<file path="src/rtl/mem_arbiter.sv">
// Round-robin arbiter/sequencer placing two bus masters on one
// single-port memory, with a per-access timeout and sticky flag.
module mem_arbiter #(
  parameter int W   = 16,
  parameter int AD  = 9,
  parameter int TMO = 15
) (
  input  logic          clk_i,
  input  logic          rst_ni,
  input  logic [AD-1:0] a_addr_i,
  input  logic [W-1:0]  a_wdata_i,
  input  logic          a_wr_rd_i,
  input  logic          a_valid_i,
  output logic          a_ready_o,
  output logic [W-1:0]  a_rdata_o,
  output logic          a_err_o,
  input  logic [AD-1:0] b_addr_i,
  input  logic [W-1:0]  b_wdata_i,
  input  logic          b_wr_rd_i,
  input  logic          b_valid_i,
  output logic          b_ready_o,
  output logic [W-1:0]  b_rdata_o,
  output logic          b_err_o,
  output logic [AD-1:0] mem_addr_o,
  output logic [W-1:0]  mem_write_o,
  output logic          mem_wr_rd_o,
  output logic          mem_valid_o,
  input  logic          mem_ready_i,
  input  logic [W-1:0]  mem_read_i,
  output logic          timeout_o
);

  typedef enum logic [1:0] {
    S_IDLE,
    S_ISSUE,
    S_WAIT,
    S_RESP
  } state_t;

  localparam logic [7:0] TMO_C = 8'(TMO);

  state_t        state_q, state_d;
  logic          ptr_q, ptr_d;
  logic          gnt_q, gnt_d;
  logic [7:0]    cnt_q, cnt_d;
  logic [AD-1:0] maddr_d;
  logic [W-1:0]  mwdata_d;
  logic          mwr_d, mvalid_d;
  logic          ardy_d, brdy_d;
  logic          aerr_d, berr_d;
  logic [W-1:0]  ardata_d, brdata_d;
  logic          tmo_d;
  logic          pick_b;

  // ptr_q = 1 means B holds priority on a tie
  assign pick_b = b_valid_i & (~a_valid_i | ptr_q);

  always_comb begin
    state_d  = state_q;
    ptr_d    = ptr_q;
    gnt_d    = gnt_q;
    cnt_d    = cnt_q;
    maddr_d  = mem_addr_o;
    mwdata_d = mem_write_o;
    mwr_d    = mem_wr_rd_o;
    mvalid_d = mem_valid_o;
    ardy_d   = a_ready_o;
    brdy_d   = b_ready_o;
    aerr_d   = a_err_o;
    berr_d   = b_err_o;
    ardata_d = a_rdata_o;
    brdata_d = b_rdata_o;
    tmo_d    = timeout_o;
    unique case (state_q)
      S_IDLE: begin
        if (a_valid_i | b_valid_i) begin
          gnt_d    = pick_b;
          ptr_d    = ~pick_b;
          maddr_d  = pick_b ? b_addr_i : a_addr_i;
          mwdata_d = pick_b ? b_wdata_i : a_wdata_i;
          mwr_d    = pick_b ? b_wr_rd_i : a_wr_rd_i;
          mvalid_d = 1'b1;
          state_d  = S_ISSUE;
        end
      end
      S_ISSUE: begin
        mvalid_d = 1'b0;
        cnt_d    = '0;
        state_d  = S_WAIT;
      end
      S_WAIT: begin
        if (mem_ready_i) begin
          if (!mem_wr_rd_o) begin
            if (gnt_q) brdata_d = mem_read_i;
            else       ardata_d = mem_read_i;
          end
          ardy_d  = ~gnt_q;
          brdy_d  = gnt_q;
          state_d = S_RESP;
        end else if (cnt_q == TMO_C) begin
          if (gnt_q) brdata_d = '0;
          else       ardata_d = '0;
          ardy_d  = ~gnt_q;
          brdy_d  = gnt_q;
          aerr_d  = ~gnt_q;
          berr_d  = gnt_q;
          tmo_d   = 1'b1;
          state_d = S_RESP;
        end else begin
          cnt_d = cnt_q + 8'd1;
        end
      end
      S_RESP: begin
        ardy_d  = 1'b0;
        brdy_d  = 1'b0;
        aerr_d  = 1'b0;
        berr_d  = 1'b0;
        state_d = S_IDLE;
      end
      default: state_d = S_IDLE;
    endcase
  end

  always_ff @(posedge clk_i or negedge rst_ni) begin
    if (!rst_ni) begin
      state_q     <= S_IDLE;
      ptr_q       <= 1'b0;
      gnt_q       <= 1'b0;
      cnt_q       <= '0;
      mem_addr_o  <= '0;
      mem_write_o <= '0;
      mem_wr_rd_o <= 1'b0;
      mem_valid_o <= 1'b0;
      a_ready_o   <= 1'b0;
      b_ready_o   <= 1'b0;
      a_err_o     <= 1'b0;
      b_err_o     <= 1'b0;
      a_rdata_o   <= '0;
      b_rdata_o   <= '0;
      timeout_o   <= 1'b0;
    end else begin
      state_q     <= state_d;
      ptr_q       <= ptr_d;
      gnt_q       <= gnt_d;
      cnt_q       <= cnt_d;
      mem_addr_o  <= maddr_d;
      mem_write_o <= mwdata_d;
      mem_wr_rd_o <= mwr_d;
      mem_valid_o <= mvalid_d;
      a_ready_o   <= ardy_d;
      b_ready_o   <= brdy_d;
      a_err_o     <= aerr_d;
      b_err_o     <= berr_d;
      a_rdata_o   <= ardata_d;
      b_rdata_o   <= brdata_d;
      timeout_o   <= tmo_d;
    end
  end

endmodule

</file>
<file path="config.mk">
export PLATFORM = sky130hd
export DESIGN_NAME = mem_arbiter
export DESIGN_NICKNAME = d
export VERILOG_FILES = /design/src/rtl/mem_arbiter.sv
export SDC_FILE = /design/constraint.sdc
export NUM_CORES = 1
export LEC_CHECK = 0
export ABC_CLOCK_PERIOD_IN_PS = 1750
export CAP_MARGIN = 20
export CORE_ASPECT_RATIO = 0.5
export CORE_MARGIN = 5
export CORE_UTILIZATION = 39
export CTS_BUF_LIST = sky130_fd_sc_hd__clkbuf_16
export DETAILED_ROUTE_END_ITERATION = 8
export PLACE_DENSITY_LB_ADDON = 0.08
export SLEW_MARGIN = 20
export SYNTH_ARGS = -nofsm -noshare
export SYNTH_HDL_FRONTEND = slang
export SYNTH_SLANG_ARGS = --single-unit
export TNS_END_PERCENT = 1
</file>
<file path="constraint.sdc">
create_clock -name clk_i -period 1.75 [get_ports clk_i]
set_input_delay 0.175 -clock clk_i [delete_from_list [all_inputs] [get_ports clk_i]]
set_output_delay 0.175 -clock clk_i [all_outputs]
set_load 0.05 [all_outputs]
</file>
==> results.toml <==
[global_route]
grt_pass1_wl_um = 14300
grt_start_max_net_pins = 44
grt_usage = 0.172
grt-ovfl-total = 0
grt_pass1_vias = 2924
antenna_found_initial = 0

[flow_run]
cap_violations = 0

[final_layout]
multiInputGateArea_um2 = 1390
stdcell_count = 563
layout.nets = 525
diodes = 0
regArea_um2 = 1900
final_common_cell = "clkdlybuf4s50_1"
design_area_um2 = 5320
drive_gt1_frac = 0.137
area_delta_synth_final_pct = 59.3
n_fill_cell = 663
mostFrequentLayoutCells = "126 x clkdlybuf4s50_1, 76 x dfrtp_1, 38 x nand2_1"

[power]
power.leakage_uw = 0.00246
p_total_uw = 10200
ir_drop_v = 0.00104
power_density_nw_per_um2 = 1920

[worst_hold_path]
hp-class = "input pin to asynchronous set/reset pin"

[timing]
fmax_mhz = 581
fin_crit_ns = 1.72
setup_viol = 0
hold_viol = 0
drv_slew = 0
period_share = 0.984
skew_ns = 0.00716
fin_setup_tns_ns = 0
slew_headroom = 0.632
layout_setup_ws_ns = 0.0288
tightest_slew_ns = 0.550
rsz0062_at_grt = "yes"

[synth]
yosysWarnings = 0
synth-seq-area-share = 0.570
synth_cells = 291
syn_area_um2 = 3340
ys_types = 36
ys_seq_elements = 76
synth.avg_cell_area_um2 = 11.5
syn-num-nets = 370

[floorplanning]
core_area_um2 = 8170
fp.dieW_um = 141
fp.dieH_um = 75.4
io_pins = 137
start_util = 0.409
die_area_um2 = 10600
rows = 23

[critical_path]
cp_data_required_time_ns = 1.96
reg2reg_setup_slack_ns = 0.03
reg2reg_from = "cnt_q[4]$_DFFE_PN0P_"
worstSetupEndpointType = "flip-flop"
path_max_fanout = 4
cp.arrival_ns = 1.94
crit_path_start_kind = "flip-flop"
rr_endpoint = "a_err_o$_DFFE_PN0P_"
r2r_cells = 4
crit_type = "flip-flop to flip-flop"

[placed_design]
dpl_cell_area_um2 = 4970
routabilityCongestion = 0.764
io_buffers = 136
dpl.hpwl_um = 6700
place_ws_ns = -0.128
dp.cells = 546

[detailed_routing]
first_pass_iters = 4
ant_nets = 0
wl_per_cell_um = 15.6
drcViolationCount = 0
drt_iter0_drc = 89
routed_wl_um = 8790
num_vias = 2803
via_per_inst = 4.98

[cts]
tritoncts = "done"
worstSkewPairLatency_ns = 0.33
cts-buffers-inserted = 9
h-tree-depth = 3
post_cts_buffers = 0
clk_pin_slew_ns = 0.06
root_buffer = "clkbuf_16"
clkSinkCount = 76
clockBufferDepth = 2

[status]
status = "complete, no violations"
-- worst max-delay path by stage --
stage | cells after the start | end | slack, ns | start
after floorplan | 8 | a_rdata_o[10]$_DFFE_PN0P_ | -0.01 | state_q[0]$_DFFE_PN0P_
after global placement | 5 | b_rdata_o[1]$_DFFE_PN0P_ | -0.06 | mem_ready_i
after detailed placement | 5 | a_rdata_o[15]$_DFFE_PN0P_ | -0.13 | mem_ready_i
after CTS | 4 | a_err_o$_DFFE_PN0P_ | 0.03 | cnt_q[4]$_DFFE_PN0P_
after global routing | 4 | b_rdata_o[12]$_DFFE_PN0P_ | -0.03 | cnt_q[4]$_DFFE_PN0P_
final | 4 | a_err_o$_DFFE_PN0P_ | 0.03 | cnt_q[4]$_DFFE_PN0P_
-- layer usage --
| layer | vias to the layer above | part of all wire | track usage | wire (um) |
|---|---|---|---|---|
| met5 | - | 0 | 0 | 0 |
| met4 | 0 | 0.0074 | 0.0548 | 65 |
| met3 | 6 | 0.10 | 0.0765 | 915 |
| met2 | 111 | 0.46 | 0.278 | 4060 |
| met1 | 1326 | 0.43 | 0.211 | 3750 |
| li1 | 1360 | - | - | - |
-- report_power, final --
part	switching (uW)	total, uW	internal [uW]
registers	462	2930	2460
logic	3460	5420	1960
clock network	758	1880	1120
-- synthesized netlist by cell type, drive strengths merged --
master	instances	share of area
ha	6	0.022
clkbuf	7	0.0079
mux2	1	0.0034
xor2	1	0.0026
inv	5	0.0056
nand4	1	0.0019
nor4	2	0.0082
or3	3	0.0071
mux2i	28	0.084
nor2	6	0.0075
dfrtp	76	0.57
a21o	1	0.0022
nand2b	2	0.0037
o211ai	3	0.0067
a22o	32	0.084
nor3b	2	0.0079
xnor2	1	0.0026
o41ai	1	0.0026
a21oi	8	0.013
o21ai	36	0.054
nor3	2	0.0097
or4	1	0.0034
nor2b	1	0.0019
buf	9	0.017
or2	1	0.0019
o31ai	1	0.0022
nand2	39	0.044
nand3	14	0.021
and3	1	0.0019
-- timing repair --
action,in CTS,in global routing
hold buffers,1,0
gates resized for setup,3,3
endpoints found under the setup margin,32,36
pin swaps,0,1
endpoints found under the hold margin,33,0
-- sequential cells by signal, indices dropped and copies added (netlist names) --
| register | cells |
|---|---|
| a_err_o | 1 |
| a_rdata_o | 16 |
| a_ready_o | 1 |
| b_err_o | 1 |
| b_rdata_o | 16 |
| b_ready_o | 1 |
| cnt_q | 8 |
| gnt_q | 1 |
| mem_addr_o | 9 |
| mem_valid_o | 1 |
| mem_wr_rd_o | 1 |
| mem_write_o | 16 |
| ptr_q | 1 |
| state_q | 2 |
| timeout_o | 1 |
-- worst max-delay path, stage by stage, from the launching register on --
cell and delay, ns:
dfrtp_1 0.40, or4_4 0.59, or3_4 0.37, a21oi_1 0.17, o21ai_1 0.07
-- area by class of cell --
cell class / instances / area share
repair buffers: 160 / 0.294
flip-flops and latches: 76 / 0.357
well taps: 112 / 0.0263
inverters: 5 / 0.00353
multi-input cells: 194 / 0.261
clock buffers: 9 / 0.0423
clock inverters: 7 / 0.0153
-- kinds of logic (layout without fill, tap and decap cells) --
kind of cell | count (synthesis) | in the layout | share of synthesized area
multiplexers | 29 | 29 | 0.0873
flip-flops | 76 | 76 | 0.570
AND/OR/NAND/NOR | 75 | 75 | 0.120
AO/OA/AOI/OAI | 82 | 82 | 0.165
XOR/XNOR | 2 | 2 | 0.00525
buffers and inverters | 21 | 181 | 0.0307
adder cells (fa/ha/maj) | 6 | 6 | 0.0225
-- per-stage QoR --
step           utilization  hold slack (ns)
3_5_place_dp         0.609            0.153
6_report             0.651            0.339
5_1_grt              0.651            0.370
3_3_place_gp         0.609            0.148
2_1_floorplan            -           -0.121
4_1_cts              0.649            0.334
Note: power is estimated with default switching activity, not from simulation.
